File: src/rtl/line_clipper.sv
// Sequential Cohen-Sutherland clipper for the 640x480 window: outcode units on the
// working endpoints, one boundary clip per iteration through a restoring divider.
module line_clipper #(
  parameter int COORD_W  = 16,
  parameter int XMIN     = 0,
  parameter int XMAX     = 640,
  parameter int YMIN     = 0,
  parameter int YMAX     = 480,
  parameter int MAX_ITER = 4
) (
  input  logic                      clk,
  input  logic                      n_rst,
  input  logic                      in_valid,
  output logic                      in_ready,
  input  logic signed [COORD_W-1:0] in_x0,
  input  logic signed [COORD_W-1:0] in_y0,
  input  logic signed [COORD_W-1:0] in_x1,
  input  logic signed [COORD_W-1:0] in_y1,
  output logic                      out_valid,
  input  logic                      out_ready,
  output logic                      out_accept,
  output logic signed [COORD_W-1:0] out_x0,
  output logic signed [COORD_W-1:0] out_y0,
  output logic signed [COORD_W-1:0] out_x1,
  output logic signed [COORD_W-1:0] out_y1
);

  localparam int W1         = COORD_W + 1;
  localparam int PW         = 2 * COORD_W + 2;
  localparam int DIV_CYCLES = PW;
  localparam int CW         = $clog2(DIV_CYCLES);
  localparam int IW         = $clog2(MAX_ITER + 1);

  localparam logic signed [COORD_W-1:0] XMIN_C = COORD_W'(XMIN);
  localparam logic signed [COORD_W-1:0] XMAX_C = COORD_W'(XMAX);
  localparam logic signed [COORD_W-1:0] YMIN_C = COORD_W'(YMIN);
  localparam logic signed [COORD_W-1:0] YMAX_C = COORD_W'(YMAX);

  typedef enum logic [2:0] {IDLE, EVAL, SETUP, DIV, UPDATE, OUT} state_t;

  state_t                      state_reg, state_next;
  logic signed [COORD_W-1:0]   wx_reg [2];
  logic signed [COORD_W-1:0]   wy_reg [2];
  logic [3:0]                  oc [2];
  logic [IW-1:0]               iter_reg;
  logic                        acc_reg, sel_reg, clip_y_reg, neg_reg;
  logic signed [COORD_W-1:0]   bound_reg;
  logic [PW-1:0]               quo_reg;
  logic [W1-1:0]               rem_reg, dmag_reg;
  logic [CW-1:0]               cnt_reg;
  logic                        out_valid_reg, out_accept_reg;
  logic signed [COORD_W-1:0]   out_x0_reg, out_y0_reg, out_x1_reg, out_y1_reg;

  // Outcode bits are {TOP, BOTTOM, RIGHT, LEFT}; window edges count as inside.
  genvar gi;
  generate
    for (gi = 0; gi < 2; gi++) begin : g_outcode
      assign oc[gi] = {wy_reg[gi] > YMAX_C, wy_reg[gi] < YMIN_C,
                       wx_reg[gi] > XMAX_C, wx_reg[gi] < XMIN_C};
    end
  endgenerate

  logic                      sel_c, clip_y_c;
  logic [3:0]                code_c;
  logic signed [COORD_W-1:0] bound_c;
  logic signed [W1-1:0]      dx_c, dy_c, mul_a_c, ofs_c, div_c;
  logic signed [PW-1:0]      num_c;
  logic [PW-1:0]             num_mag_c;
  logic [W1-1:0]             div_mag_c;

  // Endpoint/boundary selection and divide operands; endpoint 0 is always the reference.
  always_comb begin
    sel_c    = (oc[0] == 4'd0);
    code_c   = sel_c ? oc[1] : oc[0];
    clip_y_c = 1'b1;
    bound_c  = YMAX_C;
    if (code_c[3]) begin
      bound_c = YMAX_C;
    end else if (code_c[2]) begin
      bound_c = YMIN_C;
    end else if (code_c[1]) begin
      clip_y_c = 1'b0;
      bound_c  = XMAX_C;
    end else begin
      clip_y_c = 1'b0;
      bound_c  = XMIN_C;
    end
    dx_c = W1'(wx_reg[1]) - W1'(wx_reg[0]);
    dy_c = W1'(wy_reg[1]) - W1'(wy_reg[0]);
    if (clip_y_c) begin
      mul_a_c = dx_c;
      ofs_c   = W1'(bound_c) - W1'(wy_reg[0]);
      div_c   = dy_c;
    end else begin
      mul_a_c = dy_c;
      ofs_c   = W1'(bound_c) - W1'(wx_reg[0]);
      div_c   = dx_c;
    end
    num_c     = PW'(mul_a_c) * PW'(ofs_c);
    num_mag_c = num_c[PW-1] ? -num_c : num_c;
    div_mag_c = div_c[W1-1] ? -div_c : div_c;
  end

  logic [W1:0]               rem_shift_c;
  logic                      rem_ge_c;
  logic signed [COORD_W-1:0] q_c, other_c;

  always_comb begin
    rem_shift_c = {rem_reg, quo_reg[PW-1]};
    rem_ge_c    = (rem_shift_c >= {1'b0, dmag_reg});
    q_c         = neg_reg ? -quo_reg[COORD_W-1:0] : quo_reg[COORD_W-1:0];
    other_c     = (clip_y_reg ? wx_reg[0] : wy_reg[0]) + q_c;
  end

  always_ff @(posedge clk or negedge n_rst) begin
    if (!n_rst) state_reg <= IDLE;
    else        state_reg <= state_next;
  end

  always_comb begin
    state_next = state_reg;
    case (state_reg)
      IDLE:   if (in_valid) state_next = EVAL;
      EVAL: begin
        if ((oc[0] == 4'd0 && oc[1] == 4'd0) || ((oc[0] & oc[1]) != 4'd0) ||
            iter_reg == IW'(MAX_ITER))
          state_next = OUT;
        else
          state_next = SETUP;
      end
      SETUP:  state_next = DIV;
      DIV:    if (cnt_reg == CW'(DIV_CYCLES - 1)) state_next = UPDATE;
      UPDATE: state_next = EVAL;
      OUT:    if (out_valid_reg && out_ready) state_next = IDLE;
      default: state_next = IDLE;
    endcase
  end

  always_ff @(posedge clk or negedge n_rst) begin
    if (!n_rst) begin
      for (int i = 0; i < 2; i++) begin
        wx_reg[i] <= '0;
        wy_reg[i] <= '0;
      end
      iter_reg       <= '0;
      acc_reg        <= 1'b0;
      sel_reg        <= 1'b0;
      clip_y_reg     <= 1'b0;
      neg_reg        <= 1'b0;
      bound_reg      <= '0;
      quo_reg        <= '0;
      rem_reg        <= '0;
      dmag_reg       <= '0;
      cnt_reg        <= '0;
      out_valid_reg  <= 1'b0;
      out_accept_reg <= 1'b0;
      out_x0_reg     <= '0;
      out_y0_reg     <= '0;
      out_x1_reg     <= '0;
      out_y1_reg     <= '0;
    end else begin
      case (state_reg)
        IDLE: begin
          if (in_valid) begin
            wx_reg[0] <= in_x0;
            wy_reg[0] <= in_y0;
            wx_reg[1] <= in_x1;
            wy_reg[1] <= in_y1;
            iter_reg  <= '0;
          end
        end
        EVAL: acc_reg <= (oc[0] == 4'd0) && (oc[1] == 4'd0);
        SETUP: begin
          sel_reg    <= sel_c;
          clip_y_reg <= clip_y_c;
          bound_reg  <= bound_c;
          neg_reg    <= num_c[PW-1] ^ div_c[W1-1];
          quo_reg    <= num_mag_c;
          rem_reg    <= '0;
          dmag_reg   <= div_mag_c;
          cnt_reg    <= '0;
        end
        DIV: begin
          quo_reg <= {quo_reg[PW-2:0], rem_ge_c};
          rem_reg <= rem_ge_c ? W1'(rem_shift_c - {1'b0, dmag_reg}) : rem_shift_c[W1-1:0];
          cnt_reg <= cnt_reg + 1'b1;
        end
        UPDATE: begin
          if (clip_y_reg) begin
            wy_reg[sel_reg] <= bound_reg;
            wx_reg[sel_reg] <= other_c;
          end else begin
            wx_reg[sel_reg] <= bound_reg;
            wy_reg[sel_reg] <= other_c;
          end
          iter_reg <= iter_reg + 1'b1;
        end
        OUT: begin
          // First OUT cycle captures the result; it then holds until the handshake.
          if (!out_valid_reg) begin
            out_valid_reg  <= 1'b1;
            out_accept_reg <= acc_reg;
            out_x0_reg     <= acc_reg ? wx_reg[0] : '0;
            out_y0_reg     <= acc_reg ? wy_reg[0] : '0;
            out_x1_reg     <= acc_reg ? wx_reg[1] : '0;
            out_y1_reg     <= acc_reg ? wy_reg[1] : '0;
          end else if (out_ready) begin
            out_valid_reg <= 1'b0;
          end
        end
        default: ;
      endcase
    end
  end

  assign in_ready   = (state_reg == IDLE);
  assign out_valid  = out_valid_reg;
  assign out_accept = out_accept_reg;
  assign out_x0     = out_x0_reg;
  assign out_y0     = out_y0_reg;
  assign out_x1     = out_x1_reg;
  assign out_y1     = out_y1_reg;

endmodule

File: config.mk
export PLATFORM = sky130hd
export DESIGN_NAME = line_clipper
export DESIGN_NICKNAME = d
export VERILOG_FILES = /design/src/rtl/line_clipper.sv
export SDC_FILE = /design/constraint.sdc
export NUM_CORES = 1
export LEC_CHECK = 0
export ABC_AREA = 0
export BUFFER_PORTS_ARGS = -buffer_cell sky130_fd_sc_hd__buf_2
export CELL_PAD_IN_SITES_DETAIL_PLACEMENT = 1
export CELL_PAD_IN_SITES_GLOBAL_PLACEMENT = 1
export CORE_AREA = 2 2 280 282
export CTS_BUF_LIST = sky130_fd_sc_hd__clkbuf_8
export DETAILED_ROUTE_END_ITERATION = 10
export DIE_AREA = 0 0 282 284
export PLACE_DENSITY_LB_ADDON = 0.1
export SLEW_MARGIN = 40
export SYNTH_ARGS = -nofsm -noshare
export SYNTH_HDL_FRONTEND = slang
export SYNTH_SLANG_ARGS = --single-unit
export TNS_END_PERCENT = 50
File: constraint.sdc
create_clock -name clk -period 11.81 [get_ports clk]
set_clock_uncertainty 0.15 [all_clocks]
set_input_delay 2.9525 -clock clk [delete_from_list [all_inputs] [get_ports clk]]
set_output_delay 2.9525 -clock clk [all_outputs]
set_load 0.02 [all_outputs]
==> results.yml <==
status:
  status: "finished, final reports clean"
timing:
  whs_ps: 321
  setup_viol: 0
  rsz0062_at_grt: "true"
  final_max_slew_viol_count: 0
  setup_ws_ps: 475
  hold_viol_final: 0
  worst_slew_pin_slew_ps: 916
  fin_crit_sh_pct: 96.0
  period_needed_ps: 11330
  slew-limit-headroom_pct: 38.5
  fmax_mhz: 88.2
clock_tree:
  cts_tree: "built"
  hold_buffers: 0
  cts_buffer_depth: 3
  h-tree-depth: 2
  cts_sinks: 217
  path_clk_slew_ps: 50
  cts_root_buffer: "clkbuf_8"
  worstSkewPairLatency_ps: 620
  cts_buffers: 43
yosys:
  ys_seq_area_share_pct: 20.2
  yosys-top-cells-count: "nand2_1, inv_1, fa_1"
  netlist_instances: 3218
  synthArstFlopShare_pct: 100
  synth_most_common_cell: "nand2_1"
  synth_area_um2: 26800
  syn_area_per_cell_um2: 8.33
  synth_edf_count: 0
  synth_top_area_cell: "fa_1"
  synth_ff_type: "dfrtp_1"
  yosysUniqueCellTypes: 86
  synth_area_leaders: "fa_1, dfrtp_1, ha_1"
  ys_warn_count: 0
  ys_seq_elements: 217
  synth_top_area_share_pct: 22.4
  syn_nets: 3749
global_route:
  grt_pass1_wl_um: 166000
  antenna_found_initial: 3
  grt_start_max_net_pins: 99
  track_usage_pct: 27.2
  gr-total-overflow: 0
  grt_pass1_vias: 26400
cells_and_area:
  nFillCells: 9218
  largest_reg_flops: 34
  area_growth_pct: 11.6
  layout-drive-gt1-share_pct: 11.0
  num-nets-final: 3855
  post-route-util_pct: 38.9
  design_area_um2: 29900
critical_path:
  slowest_stage: "nor3_1"
  path_max_fanout: 16
  critPathMaxStageDelay_ps: 690
  path_class: "reg2reg"
  cp.arrival_ps: 11630
  end_kind: "flop"
  start_kind: "flop"
  worst_ep_required_time_ps: 12110
  cp_common_cell: "fa_1"
  worst-path-buf-inv: 5
  rrSetupSlack_ps: 480
  cp_top_family: "adder cells"
drt:
  dr.pass1.iters: 7
  finalWirelength_um: 107000
  postRouteAntennaNets: 0
  wl_per_cell_um: 24.3
  vias: 23900
  via_per_inst: 5.43
  drc: 0
  drt_iter0_markers: 1361
floorplan:
  chipHeight_um: 284
  core_um2: 77000
  start_util_pct: 34.9
  dieWidth_um: 282
  floorplan.rows: 102
  die-area_um2: 80100
  io_pins: 135
placement:
  place_congestion: 0.957
  port_buffers: 134
  placed_area_um2: 28900
  place_ws_ps: 310
  dp_hpwl_um: 86800
hold_path:
  hp-class: "reg2reg"
run:
  timing.max_cap.violations: 0
-- layout by cell type, fill, tap and decap left out, types with 16 or more instances in the layout --
cell / count
a31oi_1: 16
xor2_1: 41
fa_1: 300
o31ai_1: 22
or3_1: 23
inv_1: 421
nor2_1: 204
dfrtp_1: 216
o211ai_1: 30
mux2i_1: 29
a21o_1: 39
nor2b_1: 41
nand2_1: 478
nand2b_1: 23
o21ai_0: 208
a221oi_1: 33
xnor2_1: 93
buf_2: 133
nand3_1: 62
nor3_1: 47
buf_4: 79
a21oi_1: 174
o21a_1: 27
clkbuf_8: 54
and2_1: 60
and3_1: 48
ha_1: 163
-- cell type report --
type                       instances  area (um2)  share of cell area [%]
clock inverter                    21         205                   0.685
timing repair buffer             216        1320                    4.42
antenna                            1        2.50                 0.00836
multi-input combinational       2434       19400                    64.7
sequential                       217        5430                    18.1
tap                             1040        1300                    4.35
inverter                         412        1550                    5.17
clock buffer                      54         743                    2.48
-- path summary, 6_finish.rpt --
check / cells after the start / startpoint / endpoint
max in group asynchronous: 3 / n_rst / quo_reg[19]$_DFFE_PN0P_
worst min register to register: 2 / out_x0[5]$_DFFE_PN0P_ / out_x0[5]$_DFFE_PN0P_
min in group asynchronous: 1 / n_rst / out_y1[0]$_DFFE_PN0P_
worst max-delay path: 37 / wx_reg[24]$_DFFE_PN0P_ / quo_reg[27]$_DFFE_PN0P_
worst min-delay path: 2 / out_x0[5]$_DFFE_PN0P_ / out_x0[5]$_DFFE_PN0P_
worst max register to register: 37 / wx_reg[24]$_DFFE_PN0P_ / quo_reg[27]$_DFFE_PN0P_
-- cells by family (layout without fill, tap and decap cells) --
logic type      count (synthesis)  in the layout  synth area share, %
compound gates                712            712                 17.1
xor+xnor                      139            139                 4.54
fa+ha+maj                     463            463                 30.0
buf+inv                       567            703                 8.04
flops                         217            217                 20.2
mux                            37             37                 1.42
other cells                     0              1                    0
simple gates                 1083           1083                 18.7
-- tightest hold or removal path: stages (launching register included) --
cell,delay (ps)
dfrtp_1,330
nand2_1,50
o21ai_0,60
-- per-layer routing --
layer  routed length (um)  vias to the layer above  share of wire, %  GRT usage, %
li1                     -                    10900                 -             -
met1                46500                    12300                44          34.8
met4                 3980                        2               3.7          9.64
met2                53400                      444                50          47.9
met3                 2940                      159               2.7          2.20
met5                   11                        -             0.010             0
-- metrics by stage --
stage	setup TNS, ps	std cells
floorplan	0	3218
global placement	0	4317
detailed placement	0	4318
CTS	0	4393
global route	-17.9	4395
finish	0	4395
-- what timing repair did --
action                                  in CTS  in global routing
setup buffers                                0                  1
gates resized for setup                      0                 13
endpoints found under the setup margin       0                 34
Power is not shown: default switching activity piles up to over one toggle a cycle in this logic, so the estimate is an artifact.
